[src/rtl/hazard_fwd_if.sv]
// ID-stage request / hazard-response bundle between the decode stage (master)
// and the hazard/forwarding unit (slave).
interface hazard_fwd_if #(
    parameter int DEPTH = 3,
    parameter int RA_W  = 5,
    parameter int CNT_W = 32
);
    localparam int FW = $clog2(DEPTH + 1);

    logic            pipe_en;
    logic            id_valid;
    logic [RA_W-1:0] id_rs1;
    logic [RA_W-1:0] id_rs2;
    logic            id_rs1_used;
    logic            id_rs2_used;
    logic [RA_W-1:0] id_rd;
    logic            id_regwrite;
    logic            id_is_load;
    logic            flush;
    logic [FW-1:0]   fwd_sel1;
    logic [FW-1:0]   fwd_sel2;
    logic            stall_id;
    logic            ex_valid;
    logic [CNT_W-1:0] stall_cnt;
    logic [CNT_W-1:0] flush_cnt;

    modport master (
        output pipe_en, id_valid, id_rs1, id_rs2, id_rs1_used, id_rs2_used,
               id_rd, id_regwrite, id_is_load, flush,
        input  fwd_sel1, fwd_sel2, stall_id, ex_valid, stall_cnt, flush_cnt
    );

    modport slave (
        input  pipe_en, id_valid, id_rs1, id_rs2, id_rs1_used, id_rs2_used,
               id_rd, id_regwrite, id_is_load, flush,
        output fwd_sel1, fwd_sel2, stall_id, ex_valid, stall_cnt, flush_cnt
    );
endinterface

[src/rtl/hazard_fwd_unit.sv]
// Hazard/forwarding controller: tracks in-flight destinations after ID, selects forwarding sources,
// raises load-use stalls. Define HAZARD_STATS_EN to build the stall/flush statistics counters.
module hazard_fwd_unit #(
    parameter int DEPTH    = 3,
    parameter int RA_W     = 5,
    parameter int LOAD_RDY = 2,
    parameter int CNT_W    = 32
) (
    input  logic        clk,
    input  logic        rst_n,
    hazard_fwd_if.slave bus
);
    localparam int FW = $clog2(DEPTH + 1);

    if (DEPTH < 2) begin : g_bad_depth
        $error("hazard_fwd_unit: DEPTH must be >= 2");
    end
    if (LOAD_RDY < 1 || LOAD_RDY > DEPTH) begin : g_bad_load_rdy
        $error("hazard_fwd_unit: LOAD_RDY must be in 1..DEPTH");
    end

    typedef struct packed {
        logic            valid;
        logic            regwrite;
        logic [RA_W-1:0] rd;
        logic            is_load;
    } entry_t;

    entry_t [DEPTH:1] ent_q;   // [1] = EX ... [DEPTH] = WB
    entry_t           issue;

    logic [DEPTH:1] hit1, hit2;
    logic [FW-1:0]  sel1, sel2;
    logic           unrdy1, unrdy2;
    logic           stall;

    for (genvar k = 1; k <= DEPTH; k++) begin : g_match
        logic prod;
        assign prod    = ent_q[k].valid & ent_q[k].regwrite & (ent_q[k].rd != '0);
        assign hit1[k] = prod & bus.id_rs1_used & (ent_q[k].rd == bus.id_rs1);
        assign hit2[k] = prod & bus.id_rs2_used & (ent_q[k].rd == bus.id_rs2);
    end

    // Walk oldest to youngest so the youngest match is the last one written.
    always_comb begin
        sel1   = '0;
        sel2   = '0;
        unrdy1 = 1'b0;
        unrdy2 = 1'b0;
        for (int k = DEPTH; k >= 1; k--) begin
            if (hit1[k]) begin
                sel1   = FW'(k);
                unrdy1 = ent_q[k].is_load && (k < LOAD_RDY);
            end
            if (hit2[k]) begin
                sel2   = FW'(k);
                unrdy2 = ent_q[k].is_load && (k < LOAD_RDY);
            end
        end
    end

    assign stall = bus.id_valid & ~bus.flush & (unrdy1 | unrdy2);

    always_comb begin
        issue          = '0;
        issue.valid    = bus.id_valid & ~stall & ~bus.flush;
        issue.regwrite = bus.id_regwrite;
        issue.rd       = bus.id_rd;
        issue.is_load  = bus.id_is_load;
    end

    always_ff @(posedge clk or negedge rst_n) begin
        if (!rst_n) begin
            ent_q <= '0;
        end else if (bus.pipe_en) begin
            ent_q <= {ent_q[DEPTH-1:1], issue};
        end
    end

    assign bus.fwd_sel1 = sel1;
    assign bus.fwd_sel2 = sel2;
    assign bus.stall_id = stall;
    assign bus.ex_valid = ent_q[1].valid;

`ifdef HAZARD_STATS_EN
    logic [CNT_W-1:0] stall_cnt_q, flush_cnt_q;

    // Saturating: a pegged counter means "at least this many".
    always_ff @(posedge clk or negedge rst_n) begin
        if (!rst_n) begin
            stall_cnt_q <= '0;
            flush_cnt_q <= '0;
        end else if (bus.pipe_en) begin
            if (stall && !(&stall_cnt_q))
                stall_cnt_q <= stall_cnt_q + CNT_W'(1);
            if (bus.flush && !(&flush_cnt_q))
                flush_cnt_q <= flush_cnt_q + CNT_W'(1);
        end
    end

    assign bus.stall_cnt = stall_cnt_q;
    assign bus.flush_cnt = flush_cnt_q;
`else
    assign bus.stall_cnt = {CNT_W{1'b0}};
    assign bus.flush_cnt = {CNT_W{1'b0}};
`endif
endmodule
[src/flat_wrapper.sv]
// flat-port wrapper written by rule: the top's interface ports become plain ports
module hazard_fwd_unit_flat 
#(
    parameter int DEPTH    = 3,
    parameter int RA_W     = 5,
    parameter int LOAD_RDY = 2,
    parameter int CNT_W    = 32
)
  (clk, rst_n, bus_pipe_en, bus_id_valid, bus_id_rs1, bus_id_rs2, bus_id_rs1_used, bus_id_rs2_used, bus_id_rd, bus_id_regwrite, bus_id_is_load, bus_flush, bus_fwd_sel1, bus_fwd_sel2, bus_stall_id, bus_ex_valid, bus_stall_cnt, bus_flush_cnt);
  hazard_fwd_if #(.DEPTH(DEPTH), .RA_W(RA_W), .CNT_W(CNT_W)) bus_i ();
  input  logic clk;
  input  logic rst_n;
  input wire logic [$bits(bus_i.pipe_en)-1:0] bus_pipe_en;
  input wire logic [$bits(bus_i.id_valid)-1:0] bus_id_valid;
  input wire logic [$bits(bus_i.id_rs1)-1:0] bus_id_rs1;
  input wire logic [$bits(bus_i.id_rs2)-1:0] bus_id_rs2;
  input wire logic [$bits(bus_i.id_rs1_used)-1:0] bus_id_rs1_used;
  input wire logic [$bits(bus_i.id_rs2_used)-1:0] bus_id_rs2_used;
  input wire logic [$bits(bus_i.id_rd)-1:0] bus_id_rd;
  input wire logic [$bits(bus_i.id_regwrite)-1:0] bus_id_regwrite;
  input wire logic [$bits(bus_i.id_is_load)-1:0] bus_id_is_load;
  input wire logic [$bits(bus_i.flush)-1:0] bus_flush;
  output wire logic [$bits(bus_i.fwd_sel1)-1:0] bus_fwd_sel1;
  output wire logic [$bits(bus_i.fwd_sel2)-1:0] bus_fwd_sel2;
  output wire logic [$bits(bus_i.stall_id)-1:0] bus_stall_id;
  output wire logic [$bits(bus_i.ex_valid)-1:0] bus_ex_valid;
  output wire logic [$bits(bus_i.stall_cnt)-1:0] bus_stall_cnt;
  output wire logic [$bits(bus_i.flush_cnt)-1:0] bus_flush_cnt;
  assign bus_i.pipe_en = bus_pipe_en;
  assign bus_i.id_valid = bus_id_valid;
  assign bus_i.id_rs1 = bus_id_rs1;
  assign bus_i.id_rs2 = bus_id_rs2;
  assign bus_i.id_rs1_used = bus_id_rs1_used;
  assign bus_i.id_rs2_used = bus_id_rs2_used;
  assign bus_i.id_rd = bus_id_rd;
  assign bus_i.id_regwrite = bus_id_regwrite;
  assign bus_i.id_is_load = bus_id_is_load;
  assign bus_i.flush = bus_flush;
  assign bus_fwd_sel1 = bus_i.fwd_sel1;
  assign bus_fwd_sel2 = bus_i.fwd_sel2;
  assign bus_stall_id = bus_i.stall_id;
  assign bus_ex_valid = bus_i.ex_valid;
  assign bus_stall_cnt = bus_i.stall_cnt;
  assign bus_flush_cnt = bus_i.flush_cnt;
  hazard_fwd_unit #(.DEPTH(DEPTH), .RA_W(RA_W), .LOAD_RDY(LOAD_RDY), .CNT_W(CNT_W)) u_core (.clk(clk), .rst_n(rst_n), .bus(bus_i));
endmodule
[config.mk]
export PLATFORM = sky130hd
export DESIGN_NAME = hazard_fwd_unit_flat
export DESIGN_NICKNAME = d
export VERILOG_FILES = /design/src/rtl/hazard_fwd_if.sv /design/src/rtl/hazard_fwd_unit.sv /design/src/flat_wrapper.sv
export SDC_FILE = /design/constraint.sdc
export NUM_CORES = 1
export LEC_CHECK = 0
export CORE_AREA = 3 3 74 76
export CTS_CLUSTER_DIAMETER = 80
export DETAILED_ROUTE_END_ITERATION = 12
export DIE_AREA = 0 0 77 79
export PLACE_DENSITY = 0.78
export SKIP_LAST_GASP = 1
export SLEW_MARGIN = 15
export SYNTH_ARGS = -nofsm -noshare
export SYNTH_HDL_FRONTEND = slang
export SYNTH_SLANG_ARGS = --single-unit
[constraint.sdc]
create_clock -name clk -period 1.8 [get_ports clk]
set_input_delay 0.36 -clock clk [delete_from_list [all_inputs] [get_ports clk]]
set_output_delay 0.36 -clock clk [all_outputs]
set_load 0.01 [all_outputs]
==> impl_metrics.py <==
metrics = {
    "global_route": {
        "grt.overflow.total": 0,
        "first_global_vias": 1147,
        "grt_antenna_before_repair": 0,
        "grt_usage_pct": 11.1,
        "grt_pass1_wl_um": 5400,
        "grt_max_degree": 25,
    },
    "flow_run": {
        "max-cap-violations": 0,
    },
    "floorplan": {
        "fp.dieH_um": 79,
        "dieArea_mm2": 0.00608,
        "die_w_um": 77,
        "core_area_mm2": 0.00479,
        "num_rows": 25,
        "start_util_pct": 36.8,
        "ios": 94,
    },
    "sta": {
        "hold_viol_final": 0,
        "fin_crit_sh_pct": 129,
        "worst_slack_ns": -0.521,
        "slew_violations": 0,
        "rsz0062_at_grt": "true",
        "min_period_ns": 2.32,
        "setup_viol": 5,
        "max_freq_mhz": 431,
        "skew_ns": 0.00335,
    },
    "power": {
        "vdd_drop_max_mv": 0.556,
        "power.density_mw_per_mm2": 691,
        "finalPower_uw": 1540,
        "leakagePower_uw": 0.00103,
    },
    "logic_synthesis": {
        "ys_seq_area_share_pct": 31.3,
        "synth.avg_cell_area_um2": 10.1,
        "yosys_most_used_dff": "dfrtp_1",
        "ys_seq_elements": 22,
        "async_flop_share_pct": 100,
        "synth_edf_count": 0,
        "yosys.area.top_type": "dfrtp_1",
        "synth.area.top_cells": "dfrtp_1 31%, buf_4 27%, mux2_2 13%",
        "synth_cell_types": 26,
        "ys_warn_count": 0,
        "synth_top_area_share_pct": 31.3,
        "synth_cells": 175,
        "synth_area_mm2": 0.00176,
    },
    "routing": {
        "drt_iter0_markers": 20,
        "postRouteAntennaNets": 0,
        "route.detailed.drc": 0,
        "wl_per_cell_um": 11.7,
        "via_per_inst": 3.98,
        "wirelength_um": 3550,
        "vias": 1214,
        "first_pass_iters": 2,
    },
    "clock_network": {
        "cts_buffer_depth": 2,
        "root_buffer": "clkbuf_8",
        "clkLatencyLatePin_ns": 0.26,
        "cts_max_level": 1,
        "clk_pin_slew_ns": 0.08,
        "cts_tree": "yes",
        "numCtsBuffers": 3,
        "numClockSinks": 22,
    },
    "final_layout": {
        "nFillCells": 448,
        "nets": 263,
        "area_delta_synth_final_pct": 26.4,
        "drive_above_1_share_pct": 31.1,
        "diodes": 0,
    },
    "outcome": {
        "outcome": "complete, but fails checks",
        "violations": "negative setup slack",
    },
    "setup_path": {
        "max_stage_delay_ns": 0.55,
        "crit_chain": "or4_4, o211ai_4, nand4b_1, buf_4, a21boi_2, buf_2",
        "path_buf_inv": 2,
        "cp-end-kind": "output pin",
        "worstSetupPathType": "reg2out",
        "worstPathArrival_ns": 1.96,
        "path_delay_family": "simple AND/OR/NAND/NOR gates",
        "cp_slowest_cell": "or4_4",
        "required_ns": 1.44,
        "crit_fanout": 2,
        "startpoint_type": "flop",
    },
    "placed_design": {
        "dp_hpwl_um": 2920,
        "gp_congestion": 0.820,
        "dpl_worst_slack_ns": -1.01,
        "io_buffers": 29,
    },
    "hold_path": {
        "holdCritPathClass": "in2async",
    },
}
-- per-stage QoR --
step / area, um2 / cells / TNS, ns / hold slack, ns / util (%)
after floorplan: 2000 / 238 / -0.186 / 0.0644 / -
after global placement: 2130 / 299 / -4.39 / 0.463 / 44.5
after detailed placement: 2130 / 299 / -4.68 / 0.479 / 44.5
after CTS: 2180 / 303 / -2.45 / 0.446 / 45.5
after global routing: 2220 / 305 / -2.75 / 0.479 / 46.5
final: 2220 / 305 / -2.34 / 0.440 / 46.5
-- cell usage in the layout (no fill, tap or decap), drive strengths merged --
cell           netlist  final
a21boi               1      1
a31oi                1      1
and4b                1      1
buf                 64     39
clkbuf               3      4
clkdlybuf4s50        0     21
conb                 1     64
dfrtp               22     22
dlygate4sd2          0      2
dlymetal6s2s         0      1
inv                  1      1
mux2                21     21
nand2                5      5
nand2b               1      1
nand3                1      1
nand4                4      4
nand4b               2      2
nor2                 1      1
nor3                 3      3
nor4                 2      2
o211ai               3      3
o21a                 1      1
o21ai                3      3
or3                  1      1
or4                  3      3
xnor2               22     22
xor2                 8      8
-- path summary, 6_finish.rpt --
path                                             start                              end  slack [ns]  depth (start not counted)
setup / recovery           u_core.ent_q[2]$_DFFE_PN0P_                  bus_fwd_sel2[1]       -0.52                          6
hold / removal                                   rst_n      u_core.ent_q[6]$_DFFE_PN0P_        0.44                          2
setup reg to reg           u_core.ent_q[2]$_DFFE_PN0P_  u_core.bus.ex_valid$_DFFE_PN0P_        0.20                          5
hold reg to reg            u_core.ent_q[0]$_DFFE_PN0P_  u_core.bus.ex_valid$_DFFE_PN0P_        0.48                          1
max in group asynchronous                        rst_n     u_core.ent_q[12]$_DFFE_PN0P_        1.14                          2
min in group clk           u_core.ent_q[0]$_DFFE_PN0P_  u_core.bus.ex_valid$_DFFE_PN0P_        0.48                          1
-- cells by family (layout without fill, tap and decap cells) --
| family | Yosys count | count (layout) | synth area share (%) |
|---|---|---|---|
| buffers and inverters | 68 | 68 | 28.2 |
| xor gates and xnor gates | 30 | 30 | 14.9 |
| and+or+nand+nor | 24 | 24 | 8.32 |
| DFF | 22 | 22 | 31.3 |
| muxes | 21 | 21 | 13.4 |
| AOI/OAI and AO/OA | 9 | 9 | 3.63 |
| other | 1 | 64 | 0.213 |
-- area by class of cell --
type	count	area, um2	share of cell area, %
Multi-Input combinational cell	148	993	44.7
Tap cell	67	83.8	3.77
Sequential cell	22	551	24.8
Timing Repair Buffer	63	537	24.1
Inverter	1	3.75	0.169
Clock buffer	4	55.1	2.48
-- sequential cells by signal (all words and copies together) (netlist names) --
signal               count
u_core.bus.ex_valid      1
u_core.ent_q            21
-- synth_stat cells (all sizes together), types with 2 or more instances --
master   n
buf     64
dfrtp   22
xnor2   22
mux2    21
xor2     8
nand2    5
nand4    4
clkbuf   3
nor3     3
o211ai   3
o21ai    3
or4      3
nand4b   2
nor4     2
-- power by group --
part	internal, uW	switching [uW]	leakage, uW
registers	566	51.9	0.000259
clock network	195	148	0.0000288
logic	307	269	0.000745
-- repair_timing --
| item | 4_1_cts | 5_1_grt |
|---|---|---|
| endpoints found under the setup margin | 5 | 5 |
| gates resized for setup | 28 | 6 |
| pin swaps | 13 | 9 |
| setup buffers | 0 | 2 |
| hold buffers | 0 | 0 |
-- routing by layer --
metal	part of all wire, %	GRT usage, %
met5	0	0
met1	39	13.1
met2	52	20.7
met4	1.7	4.09
met3	6.8	1.02
No activity file was read; power rests on OpenSTA's default activity.
